<file path="src/rtl/mdu_div_ctrl_pkg.sv">
// Shared MDU definitions: divide op encoding, FSM states
// and the constant results returned when the core is bypassed.
package mdu_div_ctrl_pkg;

    typedef enum logic [1:0] {
        OP_DIV  = 2'd0,
        OP_DIVU = 2'd1,
        OP_MOD  = 2'd2,
        OP_MODU = 2'd3
    } div_op_e;

    typedef enum logic [2:0] {
        S_IDLE,
        S_START,
        S_WAIT,
        S_DONE,
        S_DRAIN
    } div_state_e;

    localparam logic [31:0] DIV0_QUOT   = 32'hFFFF_FFFF;
    localparam logic [31:0] OVF_QUOT    = 32'h8000_0000;
    localparam logic [31:0] OVF_DIVISOR = 32'hFFFF_FFFF;
    localparam logic [5:0]  WAIT_CYCLES = 6'd32;

    // Signed INT_MIN / -1 overflows and is answered without the core.
    function automatic logic is_signed_ovf(
        input logic        sgn,
        input logic [31:0] a,
        input logic [31:0] b
    );
        return sgn && (a == OVF_QUOT) && (b == OVF_DIVISOR);
    endfunction

endpackage

</file>
<file path="src/rtl/divide_high_pace.sv">
// 32-cycle restoring divider on magnitudes with sign fix-up.
// Note: o_div_res carries the remainder, o_mod_res the quotient.
module divide_high_pace (
    input  logic        i_clk,
    input  logic        i_rst_n,
    input  logic        i_start,
    input  logic        i_sign,
    input  logic [31:0] i_a,
    input  logic [31:0] i_b,
    output logic        o_busy,
    output logic [31:0] o_div_res,
    output logic [31:0] o_mod_res
);

    logic        r_busy;
    logic [4:0]  r_cnt;
    logic [31:0] r_rem;
    logic [31:0] r_quo;
    logic [31:0] r_dvs;
    logic        r_negq;
    logic        r_negr;
    logic [31:0] r_qres;
    logic [31:0] r_rres;

    logic        w_sa;
    logic        w_sb;
    logic [31:0] w_ua;
    logic [31:0] w_ub;
    logic [32:0] w_sh;
    logic        w_ge;
    logic [31:0] w_rem_n;
    logic [31:0] w_quo_n;

    assign w_sa    = i_sign & i_a[31];
    assign w_sb    = i_sign & i_b[31];
    assign w_ua    = w_sa ? -i_a : i_a;
    assign w_ub    = w_sb ? -i_b : i_b;
    assign w_sh    = {r_rem, r_quo[31]};
    assign w_ge    = w_sh >= {1'b0, r_dvs};
    assign w_rem_n = w_ge ? (w_sh[31:0] - r_dvs) : w_sh[31:0];
    assign w_quo_n = {r_quo[30:0], w_ge};

    assign o_busy    = r_busy;
    assign o_div_res = r_rres;
    assign o_mod_res = r_qres;

    // Load on start, one quotient bit per cycle, sign-correct on the last.
    always_ff @(posedge i_clk) begin
        if (!i_rst_n) begin
            r_busy <= 1'b0;
            r_cnt  <= 5'd0;
            r_rem  <= 32'd0;
            r_quo  <= 32'd0;
            r_dvs  <= 32'd0;
            r_negq <= 1'b0;
            r_negr <= 1'b0;
            r_qres <= 32'd0;
            r_rres <= 32'd0;
        end else if (i_start && !r_busy) begin
            r_busy <= 1'b1;
            r_cnt  <= 5'd0;
            r_rem  <= 32'd0;
            r_quo  <= w_ua;
            r_dvs  <= w_ub;
            r_negq <= w_sa ^ w_sb;
            r_negr <= w_sa;
        end else if (r_busy) begin
            r_rem <= w_rem_n;
            r_quo <= w_quo_n;
            r_cnt <= r_cnt + 5'd1;
            if (r_cnt == 5'd31) begin
                r_busy <= 1'b0;
                r_qres <= r_negq ? -w_quo_n : w_quo_n;
                r_rres <= r_negr ? -w_rem_n : w_rem_n;
            end
        end
    end

endmodule

</file>
<file path="src/rtl/mdu_div_ctrl.sv">
// Divide controller: handshakes requests, sequences the iterative
// core, bypasses divide-by-zero and signed overflow, handles flush.
module mdu_div_ctrl
    import mdu_div_ctrl_pkg::*;
#(
    parameter int TAG_W = 6
) (
    input  logic             clk,
    input  logic             rst,
    input  logic             in_valid,
    output logic             in_ready,
    input  logic [1:0]       in_op,
    input  logic [31:0]      in_a,
    input  logic [31:0]      in_b,
    input  logic [TAG_W-1:0] in_tag,
    input  logic             flush,
    output logic             out_valid,
    input  logic             out_ready,
    output logic [31:0]      out_data,
    output logic [TAG_W-1:0] out_tag
);

    div_state_e       r_state;
    div_state_e       w_next;
    logic [5:0]       r_cnt;
    div_op_e          r_op;
    logic [31:0]      r_a;
    logic [31:0]      r_b;
    logic [TAG_W-1:0] r_tag;
    logic [31:0]      r_data;

    logic             w_start;
    logic             w_busy;
    logic [31:0]      w_rem;
    logic [31:0]      w_quo;
    logic             w_accept;
    logic             w_div0;
    logic             w_bypass;
    logic [31:0]      w_byp_data;
    logic             w_cnt_done;
    logic             w_core_done;
    logic             w_capture;

    assign w_accept    = (r_state == S_IDLE) && in_valid && !flush && !rst;
    assign w_div0      = (in_b == 32'd0);
    assign w_bypass    = w_div0 || is_signed_ovf(!in_op[0], in_a, in_b);
    assign w_byp_data  = w_div0 ? (in_op[1] ? in_a : DIV0_QUOT)
                                : (in_op[1] ? 32'd0 : OVF_QUOT);
    assign w_cnt_done  = (r_cnt == WAIT_CYCLES);
    assign w_core_done = w_cnt_done && !w_busy;
    assign w_capture   = (r_state == S_WAIT) && !flush && w_core_done;

    assign out_data = r_data;
    assign out_tag  = r_tag;

    divide_high_pace u_core (
        .i_clk     (clk),
        .i_rst_n   (~rst),
        .i_start   (w_start),
        .i_sign    (~r_op[0]),
        .i_a       (r_a),
        .i_b       (r_b),
        .o_busy    (w_busy),
        .o_div_res (w_rem),
        .o_mod_res (w_quo)
    );

    // State register.
    always_ff @(posedge clk or posedge rst) begin
        if (rst) r_state <= S_IDLE;
        else     r_state <= w_next;
    end

    // Next state and handshake outputs; flush wins over out_ready.
    always_comb begin
        w_next    = r_state;
        in_ready  = 1'b0;
        out_valid = 1'b0;
        w_start   = 1'b0;
        unique case (r_state)
            S_IDLE: begin
                in_ready = !flush && !rst;
                if (w_accept) w_next = w_bypass ? S_DONE : S_START;
            end
            S_START: begin
                w_start = 1'b1;
                w_next  = flush ? S_DRAIN : S_WAIT;
            end
            S_WAIT: begin
                if (flush)            w_next = S_DRAIN;
                else if (w_core_done) w_next = S_DONE;
            end
            S_DONE: begin
                out_valid = 1'b1;
                if (flush || out_ready) w_next = S_IDLE;
            end
            S_DRAIN: begin
                if (w_core_done) w_next = S_IDLE;
            end
            default: w_next = S_IDLE;
        endcase
    end

    // Wait counter: cleared in START, saturates at the core latency.
    always_ff @(posedge clk or posedge rst) begin
        if (rst) begin
            r_cnt <= 6'd0;
        end else if (r_state == S_START) begin
            r_cnt <= 6'd0;
        end else if ((r_state == S_WAIT || r_state == S_DRAIN) && !w_cnt_done) begin
            r_cnt <= r_cnt + 6'd1;
        end
    end

    // Request latch and result capture; held steady while in DONE.
    always_ff @(posedge clk or posedge rst) begin
        if (rst) begin
            r_op   <= OP_DIV;
            r_a    <= 32'd0;
            r_b    <= 32'd0;
            r_tag  <= '0;
            r_data <= 32'd0;
        end else if (w_accept) begin
            r_op  <= div_op_e'(in_op);
            r_a   <= in_a;
            r_b   <= in_b;
            r_tag <= in_tag;
            if (w_bypass) r_data <= w_byp_data;
        end else if (w_capture) begin
            r_data <= r_op[1] ? w_rem : w_quo;
        end
    end

endmodule

</file>
<file path="config.mk">
export PLATFORM = sky130hd
export DESIGN_NAME = mdu_div_ctrl
export DESIGN_NICKNAME = d
export VERILOG_FILES = /design/src/rtl/mdu_div_ctrl_pkg.sv /design/src/rtl/divide_high_pace.sv /design/src/rtl/mdu_div_ctrl.sv
export SDC_FILE = /design/constraint.sdc
export NUM_CORES = 1
export LEC_CHECK = 0
export CORE_MARGIN = 4
export CORE_UTILIZATION = 56
export DETAILED_ROUTE_END_ITERATION = 6
export PLACE_DENSITY = 0.75
export SKIP_LAST_GASP = 1
export SYNTH_ARGS = -nofsm -noshare
export SYNTH_HDL_FRONTEND = slang
export SYNTH_SLANG_ARGS = --single-unit
</file>
<file path="constraint.sdc">
create_clock -name clk -period 4.8 [get_ports clk]
set_clock_uncertainty 0.1 [all_clocks]
set_input_delay 0.48 -clock clk [delete_from_list [all_inputs] [get_ports clk]]
set_output_delay 0.48 -clock clk [all_outputs]
set_load 0.05 [all_outputs]
</file>
## Word level (Yosys, flattened, before mapping)

Cells that the tools add are included.

| storage, ports and cells | value |
|---|---|
| register bits | 281 |
| latch bits | 0 |
| bits in writable memories | 0 |
| memory bits (read-only) | 0 |
| bits of input ports | 77 |
| output and inout port bits | 40 |
| memories kept | 0 |

| operators by class | value |
|---|---|
| add/sub/neg operators | 7 |
| multipliers | 0 |
| div/mod/pow operators | 0 |
| $lt $le $gt $ge | 1 |
| equal/unequal tests | 13 |
| shift operators | 0 |
| mux-type cells | 30 |
| bitwise operators | 5 |
| reduce and logical (&&, ||, !) cells | 28 |

Operators by type and width:

| operator | count |
|---|---|
| $mux 32 | 14 |
| $neg 32->32 | 4 |
| $eq 32x32->1 const B | 2 |
| $ge 33x32->1 | 1 |
| $logic_not 32->1 | 1 |
| $sub 32x32->32 | 1 |
| $mux 3 | 6 |
| $pmux 3 s5 | 1 |
| $mux 6 | 2 |
| $logic_and 1x1->1 | 11 |
| $add 6x1->6 const B | 1 |
| $eq 3x2->1 const B | 2 |
| $eq 6x6->1 const B | 1 |
| $mux 1 | 6 |
| $ne 2x2->1 const B | 3 |
| $reduce_bool 2->1 | 3 |
| $add 5x1->5 const B | 1 |
| $eq 5x5->1 const B | 1 |
| $logic_not 1->1 | 5 |
| $reduce_and 4->1 | 1 |
| $eq 3x1->1 const B | 1 |
| $eq 3x3->1 const B | 1 |
| $logic_not 3->1 | 1 |
| $logic_or 1x1->1 | 3 |
| other kinds (9) | 11 |

## Longest topological paths before layout

| logic depth | value |
|---|---|
| depth in word-level cells | 7 |
| mapped depth | 24 |
| gate-level depth less buffers | 19 |

## Cells and area by module

From an unflattened synthesis, not the netlist that was laid out.

| unflattened totals | value |
|---|---|
| cells, all modules | 2170 |
| area, all modules | 17205.3 um2 |

Modules (own cells, without submodules):

| module | times used | cells each | area each (um2) |
|---|---|---|---|
| divide_high_pace | 1 | 1551 | 11546.1 |
| mdu_div_ctrl | 1 | 619 | 5659.2 |

## Worst setup path before layout

Ideal clock, no wire load.

| path | value |
|---|---|
| path type | input to register |
| start | input port rst |
| end | register u_core.r_rem[14] |
| data arrival time | 4516 ps |
| required time | 4563 ps |
| slack | 47 ps |
| stages on the path | 4 |
| buffers on the path | 1 |
| path through | clkinv_1 -> nand2_1 -> clkbuf_1 -> a211oi_1 |

| between the ends | value |
|---|---|
| longest elaborated chain between the ends | 1 |

RTL lines:

| what | line | text |
|---|---|---|
| start, declared | mdu_div_ctrl.sv:9 | `input logic rst,` |
| $reduce_or 2->1 (no source line) | -- |  |
| end signal, assigned | divide_high_pace.sv:68 | `r_rem <= w_rem_n;` |
| end, declared | divide_high_pace.sv:17 | `logic [31:0] r_rem;` |

Every way passes these cells.
A chain may end at the register's enable or synchronous reset.

## Final worst setup path

| path | value |
|---|---|
| start | register u_core.r_rem[12] |
| end | register u_core.r_rres[26] (netlist: u_core.o_div_res[26]) |

| between the ends | value |
|---|---|
| longest elaborated chain between the ends | 4 |

RTL lines:

| what | line | text |
|---|---|---|
| $sub 32x32->32 / $ge 33x32->1 (equally long branches) | divide_high_pace.sv:40, divide_high_pace.sv:39 |  |
| $mux 32 * | divide_high_pace.sv:40 | `assign w_rem_n = w_ge ? (w_sh[31:0] - r_dvs) : w_sh[31:0];` |
| $neg 32->32 | divide_high_pace.sv:74 | `r_rres <= r_negr ? -w_rem_n : w_rem_n;` |
| $mux 32 * | divide_high_pace.sv:74 |  |
| end signal, assigned | divide_high_pace.sv:74 |  |
| end, declared | divide_high_pace.sv:23 | `logic [31:0] r_rres;` |

Every way passes the cells marked *; elsewhere a longest branch is shown, timed or not.

==> flow_summary.html <==
<table>
<tr><th>Metric</th><th>Value</th></tr>
<tr><th colspan="2">Floorplan</th></tr>
<tr><td>Core region area</td><td>approximately 29000 um2</td></tr>
<tr><td>Effective utilization at floorplan</td><td>between 50 and 60%</td></tr>
<tr><td>Count of pins on the block boundary</td><td>117</td></tr>
<tr><td>Die Height</td><td>between 150 and 200 um</td></tr>
<tr><td>Die area</td><td>32600 um2</td></tr>
<tr><td>Std-Cell Rows</td><td>62</td></tr>
<tr><td>Width of the chip</td><td>between 150 and 200 um</td></tr>
<tr><th colspan="2">Final layout</th></tr>
<tr><td>Fillers</td><td>between 2000 and 3000</td></tr>
<tr><td>Summed area of non-filler cells in the final layout</td><td>~19000 um2</td></tr>
<tr><td>Share of final-layout standard cells stronger than drive strength 1</td><td>7.90%</td></tr>
<tr><td>Layout Cells excl Fill</td><td>2561</td></tr>
<tr><td>Layout overhead on the synthesized area</td><td>14.4%</td></tr>
<tr><td>Commonest non-fill, non-tap cells in the layout</td><td>330 x sky130_fd_sc_hd__nand2_1, 242 x sky130_fd_sc_hd__nor2_1, 208 x sky130_fd_sc_hd__a21oi_1</td></tr>
<tr><td>Leading cell type in the layout, fill and taps excluded</td><td>sky130_fd_sc_hd__nand2_1</td></tr>
<tr><td># nets final</td><td>2270</td></tr>
<tr><td>Diode count</td><td>0</td></tr>
<tr><th colspan="2">Status</th></tr>
<tr><td>Result of the run</td><td>complete, no violations</td></tr>
<tr><th colspan="2">Synth</th></tr>
<tr><td>Mapped Avg Cell Area</td><td>7.89 um2</td></tr>
<tr><td>Synth unique cells</td><td>between 80 and 90</td></tr>
<tr><td>Mapped cell area</td><td>~17000 um2</td></tr>
<tr><td>Net Count, Synth</td><td>2231</td></tr>
<tr><td>Async set-or-reset flop fraction in the synthesized netlist</td><td>between 40% and 50%</td></tr>
<tr><td>Syn. warnings</td><td>0</td></tr>
<tr><td>Number of synthesized flops with an enable pin</td><td>0</td></tr>
<tr><td>Synth Instances</td><td>2113</td></tr>
<tr><td>Most used flip-flop cell after synthesis</td><td>sky130_fd_sc_hd__dfxtp_1</td></tr>
<tr><td>Share of synthesized area occupied by flip-flops and latches</td><td>between 30 and 40%</td></tr>
<tr><td>Synth Register Bits</td><td>around 280</td></tr>
<tr><th colspan="2">Detailed routing</th></tr>
<tr><td>Antenna viol nets, final</td><td>0</td></tr>
<tr><td>Total length of routed met3 wires</td><td>4.07 mm</td></tr>
<tr><td>Average detailed-routed wire length per instance</td><td>20.0 um</td></tr>
<tr><td>Detailed-route vias per instance</td><td>a little over 6</td></tr>
<tr><td>Initial DRC Count</td><td>approximately 1600</td></tr>
<tr><td>Number of iterations in the first detailed-routing pass</td><td>5</td></tr>
<tr><td>Wl on met1</td><td>between 20 and 25 mm</td></tr>
<tr><td>Vias after detailed routing</td><td>between 15000 and 20000</td></tr>
<tr><td>Top Metal Used</td><td>met4</td></tr>
<tr><td>Remaining design rule violation count</td><td>0</td></tr>
<tr><td>Wirelength, routed</td><td>51.1 mm</td></tr>
<tr><td>Met2 layer wire length in the routed design</td><td>roughly 22 mm</td></tr>
<tr><th colspan="2">Clocking</th></tr>
<tr><td>Maximum buffer depth of the clock tree</td><td>3</td></tr>
<tr><td>Post-CTS Repair Setup Buffers</td><td>0</td></tr>
<tr><td>Root buffer cell</td><td>sky130_fd_sc_hd__clkbuf_16</td></tr>
<tr><td>Clock insertion delay at the later pin of the skew report</td><td>around 570 ps</td></tr>
<tr><td>TritonCTS clock tree</td><td>done</td></tr>
<tr><td>Number of buffers created by CTS</td><td>31</td></tr>
<tr><td>Htree depth</td><td>1</td></tr>
<tr><td>CTS clk-pin slew, worst paths</td><td>approximately 60 ps</td></tr>
<tr><td>Clock Sinks</td><td>around 280</td></tr>
<tr><th colspan="2">Timing</th></tr>
<tr><td>Setup repair after global routing missed its margin</td><td>no</td></tr>
<tr><td>Max-Slew Margin vs Limit</td><td>between 20% and 30%</td></tr>
<tr><td>Transition time at the pin with the least slew margin</td><td>between 1000 and 1500 ps</td></tr>
<tr><td>Post-route setup TNS</td><td>0 ps</td></tr>
<tr><td>Final number of setup-violating endpoints</td><td>0</td></tr>
<tr><td>Number of pins with negative max-slew slack in the final report</td><td>0</td></tr>
<tr><td>Top achievable clock speed</td><td>222 MHz</td></tr>
<tr><td>Final number of hold-violating endpoints</td><td>0</td></tr>
<tr><td>Post-route fraction of the period consumed by the critical path</td><td>a little over nine tenths</td></tr>
<tr><td>Post-route minimum period</td><td>~4500 ps</td></tr>
<tr><td>Hold slack final</td><td>roughly 170 ps</td></tr>
<tr><th colspan="2">Global routing</th></tr>
<tr><td>Remaining global-route overflow</td><td>0</td></tr>
<tr><td>Maximum number of pins on one net before global-route repair</td><td>94</td></tr>
<tr><td>Vias in the first global route</td><td>about 15000</td></tr>
<tr><td>Wire length of the first global-routing pass</td><td>~81 mm</td></tr>
<tr><td>Initial antenna violation count</td><td>0</td></tr>
<tr><td>GRT Total Usage</td><td>roughly 30%</td></tr>
<tr><th colspan="2">Worst setup path</th></tr>
<tr><td>Type of origin of the critical path</td><td>flop</td></tr>
<tr><td>Maximum fanout count along the critical path</td><td>13</td></tr>
<tr><td>Worst endpoint required time</td><td>approximately 5100 ps</td></tr>
<tr><td>Data arrival time of the worst path</td><td>approximately 4800 ps</td></tr>
<tr><td>Series of cell instances along the critical path</td><td>ha_2 -&gt; nand4_1 -&gt; nor3_1 -&gt; o21ai_2 -&gt; a311oi_4 -&gt; or3_4 -&gt; mux2i_2 -&gt; ha_1 -&gt; nand3b_1 -&gt; nor4_1 -&gt; a41oi_1 -&gt; nand2b_2 -&gt; nand3b_2 -&gt; o31ai_2 -&gt; xnor2_1 -&gt; o21ai_1</td></tr>
<tr><td>Combined buffer and inverter count along the critical path</td><td>0</td></tr>
<tr><td>Longest individual stage delay on the worst path</td><td>500 ps</td></tr>
<tr><td>Kind of cell with the highest combined delay on the critical path</td><td>simple AND/OR/NAND/NOR gates</td></tr>
<tr><td>Crit Path Category</td><td>flop to flop</td></tr>
<tr><td>Cell type of the slowest stage on the worst timing path</td><td>sky130_fd_sc_hd__ha_2</td></tr>
<tr><td>Nature of the critical path endpoint</td><td>flop</td></tr>
<tr><th colspan="2">Hold path</th></tr>
<tr><td>Tightest Hold Check Type</td><td>input port to async pin</td></tr>
<tr><th colspan="2">Placement</th></tr>
<tr><td>Number of buffers added on ports</td><td>roughly 120</td></tr>
<tr><td>Half-perimeter wire length after detailed placement</td><td>38.2 mm</td></tr>
<tr><td>Placed cell count</td><td>between 2000 and 3000</td></tr>
<tr><td>RePlAce Congestion</td><td>between 0.9 and 1</td></tr>
<tr><td>Post-detailed-placement cell area</td><td>~18000 um2</td></tr>
<tr><th colspan="2">Run</th></tr>
<tr><td>Reported max-cap violation count</td><td>0</td></tr>
</table>
==> cell type report <==
class | instances | area [um2] | share of cell area [%]
sequential | 281 | 6200 | 32.5
clock inverter | 13 | 126 | 0.663
timing repair buffer | 141 | 1350 | 7.06
clock buffer | 45 | 941 | 4.93
multi-input combinational | 1614 | 9670 | 50.7
tap | 384 | 480 | 2.52
inverter | 83 | 314 | 1.65
==> flip-flops by register name, summed over array words and instances (netlist names) <==
register          flops
out_data             32
out_tag               6
r_a                  32
r_b                  32
r_cnt                 6
r_op                  2
r_state               3
u_core.o_busy         1
u_core.o_div_res     32
u_core.o_mod_res     32
u_core.r_cnt          5
u_core.r_dvs         32
u_core.r_negq         1
u_core.r_negr         1
u_core.r_quo         32
u_core.r_rem         32
==> per-layer routing <==
| layer | track usage, % | vias to the layer above |
|---|---|---|
| met5 | 0 | - |
| met4 | 8.74 | 0 |
| met3 | 4.86 | 92 |
| met2 | 46.5 | 584 |
| met1 | 44.8 | 7339 |
| li1 | - | 7529 |
==> synthesized netlist by cell type (14+ instances only) <==
master | number | area share, %
sky130_fd_sc_hd__nand3_1 | 23 | 0.69
sky130_fd_sc_hd__o21ai_1 | 19 | 0.57
sky130_fd_sc_hd__or3_1 | 27 | 1.0
sky130_fd_sc_hd__clkbuf_1 | 108 | 2.4
sky130_fd_sc_hd__o31ai_1 | 27 | 1.2
sky130_fd_sc_hd__buf_2 | 14 | 0.42
sky130_fd_sc_hd__dfrtp_1 | 113 | 17
sky130_fd_sc_hd__mux2_2 | 35 | 2.4
sky130_fd_sc_hd__nor4_1 | 36 | 1.4
sky130_fd_sc_hd__nand4_1 | 28 | 1.1
sky130_fd_sc_hd__xor2_1 | 79 | 4.2
sky130_fd_sc_hd__nand2_1 | 331 | 7.5
sky130_fd_sc_hd__xnor2_1 | 53 | 2.8
sky130_fd_sc_hd__a211oi_1 | 107 | 4.8
sky130_fd_sc_hd__nor3_1 | 30 | 0.90
sky130_fd_sc_hd__dfxtp_1 | 168 | 20
sky130_fd_sc_hd__ha_1 | 40 | 3.0
sky130_fd_sc_hd__inv_1 | 81 | 1.8
sky130_fd_sc_hd__a21oi_1 | 209 | 6.3
sky130_fd_sc_hd__mux2i_1 | 21 | 1.3
sky130_fd_sc_hd__nor2_1 | 243 | 5.5
sky130_fd_sc_hd__o21ai_0 | 127 | 3.8
==> path summary, 6_finish.rpt <==
kind | start | end | slack, ps | depth (start not counted)
hold reg to reg | u_core.o_div_res[17] | u_core.o_div_res[17] | 350 | 2
setup reg to reg | u_core.r_rem[12] | u_core.o_div_res[26] | 300 | 16
hold / removal | rst | out_data[29] | 170 | 2
setup / recovery | u_core.r_rem[12] | u_core.o_div_res[26] | 300 | 16
min in group clk | rst | u_core.r_quo[1] | 320 | 2
max in group asynchronous | rst | r_op[1] | 3470 | 3
==> timing repair <==
action	in CTS	in global routing
gates resized for setup	0	10
endpoints found under the setup margin	0	10
hold buffers	0	0
==> cells by family (layout without fill, tap and decap cells) <==
group | after synthesis | in the layout | share of synthesized area [%]
AO/OA/AOI/OAI | 593 | 593 | 22.6
XOR/XNOR | 132 | 132 | 6.94
adder cells (fa/ha/maj) | 41 | 41 | 3.12
buffers and inverters | 218 | 282 | 5.22
flip-flops | 281 | 281 | 37.1
multiplexers | 58 | 58 | 3.80
AND/OR/NAND/NOR | 790 | 790 | 21.1
==> metrics by stage <==
| step | utilization (%) | worst slack (ps) |
|---|---|---|
| 2_1_floorplan | - | 46.6 |
| 3_3_place_gp | 62.0 | 413 |
| 3_5_place_dp | 62.0 | 202 |
| 4_1_cts | 65.6 | 140 |
| 5_1_grt | 65.7 | 9.83 |
| 6_report | 65.7 | 296 |
Power is not shown: default switching activity piles up to over one toggle a cycle in this logic, so the estimate is an artifact.
